### src/rtl/mac_accumulator.sv
// mac_accumulator: saturating dot-product accumulation stage of the NPU MAC unit.
//
// Takes signed partial products from the multiplier tree one beat at a time.
// Each beat is sign-extended and added into an ACC_W-bit accumulator that
// clamps at both ends. A beat with Prod_Last closes the vector. The result is
// then presented under a valid/ready handshake and held until the consumer
// takes it.
//
// Ports:
//   Clk         clock; all state updates on the rising edge
//   Rst         synchronous, active-high reset
//   Prod_In     PROD_W-bit two's-complement product
//   Prod_Valid  Prod_In / Prod_Last qualify this cycle
//   Prod_Last   this beat closes the current vector
//   Prod_Ready  a beat can be accepted this cycle (registered)
//   Acc_Out     ACC_W-bit signed result, valid only while Acc_Valid (registered)
//   Acc_Valid   result available (registered)
//   Acc_Ready   consumer takes the result this cycle
//   Sat_Flag    sticky: the presented vector saturated at least once (registered)
//   Count_Out   number of beats summed into the presented result (registered)
module mac_accumulator #(
  parameter int unsigned PROD_W = 16,
  parameter int unsigned ACC_W  = 32,
  parameter int unsigned CNT_W  = 8
) (
  input  logic              Clk,
  input  logic              Rst,
  input  logic [PROD_W-1:0] Prod_In,
  input  logic              Prod_Valid,
  input  logic              Prod_Last,
  output logic              Prod_Ready,
  output logic [ACC_W-1:0]  Acc_Out,
  output logic              Acc_Valid,
  input  logic              Acc_Ready,
  output logic              Sat_Flag,
  output logic [CNT_W-1:0]  Count_Out
);

  localparam int unsigned SUM_W = ACC_W + 1;
  localparam int unsigned EXT_W = ACC_W - PROD_W;

  localparam logic [ACC_W-1:0] ACC_MAX = {1'b0, {(ACC_W-1){1'b1}}};
  localparam logic [ACC_W-1:0] ACC_MIN = {1'b1, {(ACC_W-1){1'b0}}};
  localparam logic [CNT_W-1:0] CNT_MAX = {CNT_W{1'b1}};

  typedef enum logic [1:0] {
    IDLE  = 2'd0,
    ACCUM = 2'd1,
    HOLD  = 2'd2
  } state_t;

  state_t           state;
  logic [ACC_W-1:0] acc;
  logic [CNT_W-1:0] cnt;
  logic             sat;

  logic             accept;
  logic [ACC_W-1:0] prod_ext;
  logic [ACC_W-1:0] acc_base;
  logic [SUM_W-1:0] sum_wide;
  logic             ovf_pos;
  logic             ovf_neg;
  logic [ACC_W-1:0] acc_next;
  logic [CNT_W-1:0] cnt_next;
  logic             sat_next;

  // Prod_Ready is a register that is only ever high outside HOLD.
  assign accept = Prod_Valid & Prod_Ready;

  // Sign-extend the incoming product to accumulator width.
  assign prod_ext = {{EXT_W{Prod_In[PROD_W-1]}}, Prod_In};

  // The first beat of a vector starts from zero regardless of what acc holds.
  assign acc_base = (state == IDLE) ? '0 : acc;

  // One guard bit is enough to detect overflow of a two-operand signed add.
  assign sum_wide = {acc_base[ACC_W-1], acc_base} + {prod_ext[ACC_W-1], prod_ext};
  assign ovf_pos  = ~sum_wide[ACC_W] &  sum_wide[ACC_W-1];
  assign ovf_neg  =  sum_wide[ACC_W] & ~sum_wide[ACC_W-1];

  // Next accumulator, sticky-saturation and beat-count values for an accepted beat.
  always_comb begin
    acc_next = sum_wide[ACC_W-1:0];
    cnt_next = cnt;
    sat_next = sat;

    if (ovf_pos) begin
      acc_next = ACC_MAX;
    end else if (ovf_neg) begin
      acc_next = ACC_MIN;
    end

    if (state == IDLE) begin
      cnt_next = CNT_W'(1);
      sat_next = 1'b0;
    end else begin
      cnt_next = (cnt == CNT_MAX) ? cnt : cnt + CNT_W'(1);
      sat_next = sat | ovf_pos | ovf_neg;
    end
  end

  // Control FSM with registered handshake and result outputs.
  always_ff @(posedge Clk) begin
    if (Rst) begin
      state      <= IDLE;
      acc        <= '0;
      cnt        <= '0;
      sat        <= 1'b0;
      Prod_Ready <= 1'b1;
      Acc_Out    <= '0;
      Acc_Valid  <= 1'b0;
      Sat_Flag   <= 1'b0;
      Count_Out  <= '0;
    end else begin
      case (state)
        IDLE, ACCUM: begin
          if (accept) begin
            acc <= acc_next;
            cnt <= cnt_next;
            sat <= sat_next;
            if (Prod_Last) begin
              // Result registers load from the same next values the
              // internal state takes, so they appear one edge after the last beat.
              state      <= HOLD;
              Prod_Ready <= 1'b0;
              Acc_Valid  <= 1'b1;
              Acc_Out    <= acc_next;
              Sat_Flag   <= sat_next;
              Count_Out  <= cnt_next;
            end else begin
              state <= ACCUM;
            end
          end
        end

        HOLD: begin
          if (Acc_Ready) begin
            state      <= IDLE;
            acc        <= '0;
            cnt        <= '0;
            sat        <= 1'b0;
            Prod_Ready <= 1'b1;
            Acc_Out    <= '0;
            Acc_Valid  <= 1'b0;
            Sat_Flag   <= 1'b0;
            Count_Out  <= '0;
          end
        end

        default: begin
          state      <= IDLE;
          acc        <= '0;
          cnt        <= '0;
          sat        <= 1'b0;
          Prod_Ready <= 1'b1;
          Acc_Out    <= '0;
          Acc_Valid  <= 1'b0;
          Sat_Flag   <= 1'b0;
          Count_Out  <= '0;
        end
      endcase
    end
  end

endmodule
### config.mk
export PLATFORM = sky130hd
export DESIGN_NAME = mac_accumulator
export DESIGN_NICKNAME = d
export VERILOG_FILES = /design/src/rtl/mac_accumulator.sv
export SDC_FILE = /design/constraint.sdc
export NUM_CORES = 1
export LEC_CHECK = 0
export BUFFER_PORTS_ARGS = -buffer_cell sky130_fd_sc_hd__buf_4
export CORE_MARGIN = 2
export CORE_UTILIZATION = 45
export DETAILED_ROUTE_END_ITERATION = 10
export PLACE_DENSITY = 0.67
export SLEW_MARGIN = 30
export SYNTH_ARGS = -nofsm -noshare
export SYNTH_HDL_FRONTEND = slang
export SYNTH_SLANG_ARGS = --single-unit
### constraint.sdc
create_clock -name Clk -period 3.98 [get_ports Clk]
set_clock_uncertainty 0.2 [all_clocks]
set_input_delay 0.199 -clock Clk [delete_from_list [all_inputs] [get_ports Clk]]
set_output_delay 0.199 -clock Clk [all_outputs]
set_load 0.02 [all_outputs]
==> run_results.csv <==
group,metric,value,unit
clocking,root_buffer,"clkbuf_16",
cells_and_area,fin_area,0.006324,mm2
cells_and_area,area_delta_synth_final,18.97,%
floorplan,core-area,0.01147,mm2
sta,finalHoldViolCount,0,
detailed_routing,drc_errors,0,
sta,maxSlewViolCount,0,
yosys,netlist_instances,680,
sta,min_period_over_period,95.03,%
power_and_ir_drop,pwr-share-seq,38.9,%
setup_path,critPathArrivalTime,3.80,ns
global_route,grt_pass1_vias,4784,
clocking,h-tree-depth,3,
floorplan,die_h,112.7,um
detailed_routing,antenna_left,0,
global_route,grtUsageTotal,21.65,%
setup_path,cp-start-kind,"flop",
setup_path,critical_path_class,"flop to flop",
power_and_ir_drop,p_switching,833.8,uW
placed_design,gp_congestion,0.9587,
outcome,outcome,"complete, no violations",
cells_and_area,drive_above_1_share,18.30,%
detailed_routing,totalWireLength,13.43,mm
yosys,avgSynthCellArea,7.816,um2
yosys,synth_nets,735,
clocking,clock_path_buffers,2,
yosys,ys.flop_type,"dfxtp_1",
clocking,cts_tree,"yes",
cells_and_area,diodes,0,
cells_and_area,layout.cells.non_filler,886,
min_path,worst_hold_path.endpoint,"Acc_Out[0]$_SDFFE_PP0P_",
setup_path,rr_endpoint,"Acc_Out[14]$_SDFFE_PP0P_",
power_and_ir_drop,power_density,396.3,mW/mm2
detailed_routing,drt_iter0_drc,268,
global_route,grt_remaining_overflow,0,
power_and_ir_drop,finalPower,2.506,mW
sta,holdWs,0.09552,ns
global_route,grt_first_pass_wirelength,22.45,mm
min_path,min_path_type,"primary input to flop",
sta,min_period,3.782,ns
yosys,netlist_area,0.005315,mm2
yosys,ys_warn_count,0,
sta,layout_setup_ws,0.1978,ns
min_path,min_from,"Prod_In[0]",
power_and_ir_drop,p_comb_share,27.9,%
detailed_routing,drtPass1Iterations,5,
power_and_ir_drop,pwr-share-clk,33.2,%
setup_path,crit_path_end_kind,"flop",
yosys,async_flop_share,0,%
power_and_ir_drop,p_int,1.672,mW
setup_path,cp.required,4.00,ns
global_route,grt_max_degree,36,
clocking,clock_sinks,86,
setup_path,r2r_start,"state[0]$_SDFFE_PP0P_",
power_and_ir_drop,swShare,33.27,%
floorplan,rows,39,
yosys,ys_ff_latch,86,
cells_and_area,finalNetCount,793,
power_and_ir_drop,ir_drop,0.4012,mV
setup_path,rr_worst_depth,16,
sta,relSlewSlack,54.53,%
detailed_routing,vias_per_cell,5.638,
floorplan,ios,64,
yosys,synth_cell_types,54,
floorplan,die-area,0.01270,mm2
placed_design,post-place-ws,0.1098,ns
sta,fmax,264.4,MHz
job,drv_cap,0,
clocking,clk_pin_slew,0.07,ns
sta,setup_viol,0,
floorplan,die-width,112.7,um
detailed_routing,post_drt_wl_per_cell,15.16,um
placed_design,place_area,0.005916,mm2
clocking,insertion_delay,0.36,ns
clocking,cts_buffers,9,
floorplan,initial_core_util,46.35,%
yosys,ys_seq_area_share,32.39,%
min_path,min_path_cells,4,
global_route,grt_antenna_before_repair,0,
sta,max_slew.worst_pin.slew,0.6821,ns
power_and_ir_drop,power_leakage,2.625,nW
setup_path,worst-path-max-fanout,15,
placed_design,placedCellCount,861,
yosys,synth_edf_count,0,
placed_design,dp_hpwl,9.674,mm
setup_path,reg2reg_slack,0.20,ns
placed_design,numPortBuffers,63,
detailed_routing,vias,4995,
## per-layer routing
| metal | GRT usage [%] | up-vias | share of wire (%) |
|---|---|---|---|
| li1 | - | 2527 | - |
| met1 | 27.83 | 2309 | 46 |
| met4 | 6.667 | 0 | 1.8 |
| met2 | 35.49 | 136 | 47 |
| met3 | 5.886 | 23 | 5.6 |
| met5 | 0 | - | 0 |
## cell usage in the layout (no fill, tap or decap), drive strengths merged, types with 4 or more instances in the layout
cell    count
nand2     104
dfxtp      86
a21oi      83
buf        81
o21ai      57
nor2       56
nor2b      36
ha         33
a211oi     28
xnor2      20
nand3      14
inv        14
a21o       13
xor2       12
clkbuf     11
o211ai     10
and2        7
nor3        7
nand2b      7
a31oi       7
nand4       6
and3        5
o21bai      4
## what timing repair did
action,CTS,global route
gates resized for setup,0,6
endpoints found under the setup margin,0,58
endpoints found under the hold margin,3,0
hold buffers,3,0
buffers inserted,0,5
## Yosys cell counts (all sizes together) (2+ instances only)
cell type / instances / area share [%]
xor2: 12 / 2.0
a21boi: 2 / 0.28
buf: 12 / 1.3
nand2: 104 / 7.3
a21o: 13 / 1.8
nand2b: 7 / 0.82
a221oi: 2 / 0.33
o221ai: 2 / 0.33
dfxtp: 86 / 32
a211oi: 28 / 5.1
o211ai: 10 / 1.4
nor2: 56 / 4.0
a31o: 2 / 0.49
or3: 2 / 0.24
o21bai: 4 / 0.56
and2: 7 / 0.82
o21ai: 57 / 5.4
a31oi: 7 / 0.82
nor3: 7 / 0.66
o21a: 3 / 0.42
or2: 3 / 0.35
a21oi: 83 / 8.6
and3: 5 / 0.59
nor2b: 36 / 4.2
and4: 2 / 0.33
nand3: 14 / 1.3
nand4: 6 / 0.71
ha: 33 / 7.8
nor3b: 3 / 0.42
clkbuf: 26 / 1.8
mux2i: 3 / 1.0
inv: 10 / 0.71
xnor2: 20 / 3.3
## per-stage QoR
stage | TNS, ns | util, %
detailed placement | 0 | 51.59
global placement | 0 | 51.59
finish | 0 | 55.14
global route | -0.01255 | 55.14
CTS | 0 | 54.38
floorplan | 0 | -
## cell type report
cell class | count | area, um2
repair buffers | 85 | 686.9
clock buffers | 10 | 239.0
flip-flops and latches | 86 | 1723
inverters | 10 | 37.54
clock inverters | 6 | 51.30
fillers | 1089 | 5144
multi-input cells | 546 | 3407
well taps | 143 | 178.9
## critical path, cell delays in order (launching register included)
cell and delay [ns]:
dfxtp_2 0.35, nor2_2 0.19, buf_6 0.20, buf_4 0.13
nor2b_1 0.04, ha_1 0.35, a21o_1 0.19, nand2_1 0.11
o21ai_0 0.11, a221o_1 0.39, a31o_2 0.29, a31o_4 0.28
mux2i_4 0.20, buf_4 0.16, clkbuf_16 0.17, a21oi_2 0.16
o21ai_0 0.10
## power groups by stage
stage               logic [mW]  clock network, mW  registers, mW
floorplan                0.465                  0           1.02
global placement         0.665                  0          0.993
detailed placement       0.678                  0          0.994
CTS                      0.684              0.853          0.976
global route             0.772              0.890          0.986
finish                   0.699              0.831          0.976
## sequential cells by signal (all words and copies together) (netlist names)
name	cells
Sat_Flag	1
state	2
acc	32
Prod_Ready	1
cnt	8
Count_Out	8
sat	1
Acc_Valid	1
Acc_Out	32
## how the worst max path moves through the flow
stage	start	to	cells after the start
2_1_floorplan	state[1]$_SDFFE_PP0P_	acc[1]$_SDFFE_PP0P_	15
4_1_cts	state[0]$_SDFFE_PP0P_	acc[12]$_SDFFE_PP0P_	14
3_5_place_dp	state[0]$_SDFFE_PP0P_	acc[12]$_SDFFE_PP0P_	14
3_3_place_gp	state[0]$_SDFFE_PP0P_	acc[28]$_SDFFE_PP0P_	14
5_1_grt	state[0]$_SDFFE_PP0P_	acc[8]$_SDFFE_PP0P_	14
6_report	state[0]$_SDFFE_PP0P_	Acc_Out[14]$_SDFFE_PP0P_	16
## logic make-up after synthesis
| group | synth area share (%) |
|---|---|
| and+or+nand+nor | 22.06 |
| AOI/OAI and AO/OA | 27.21 |
| DFF | 32.39 |
| buffers and inverters | 3.884 |
| adders and majority gates | 8.145 |
| xor gates and xnor gates | 5.273 |
| muxes | 1.036 |
Power figures use the tool's default switching activity.
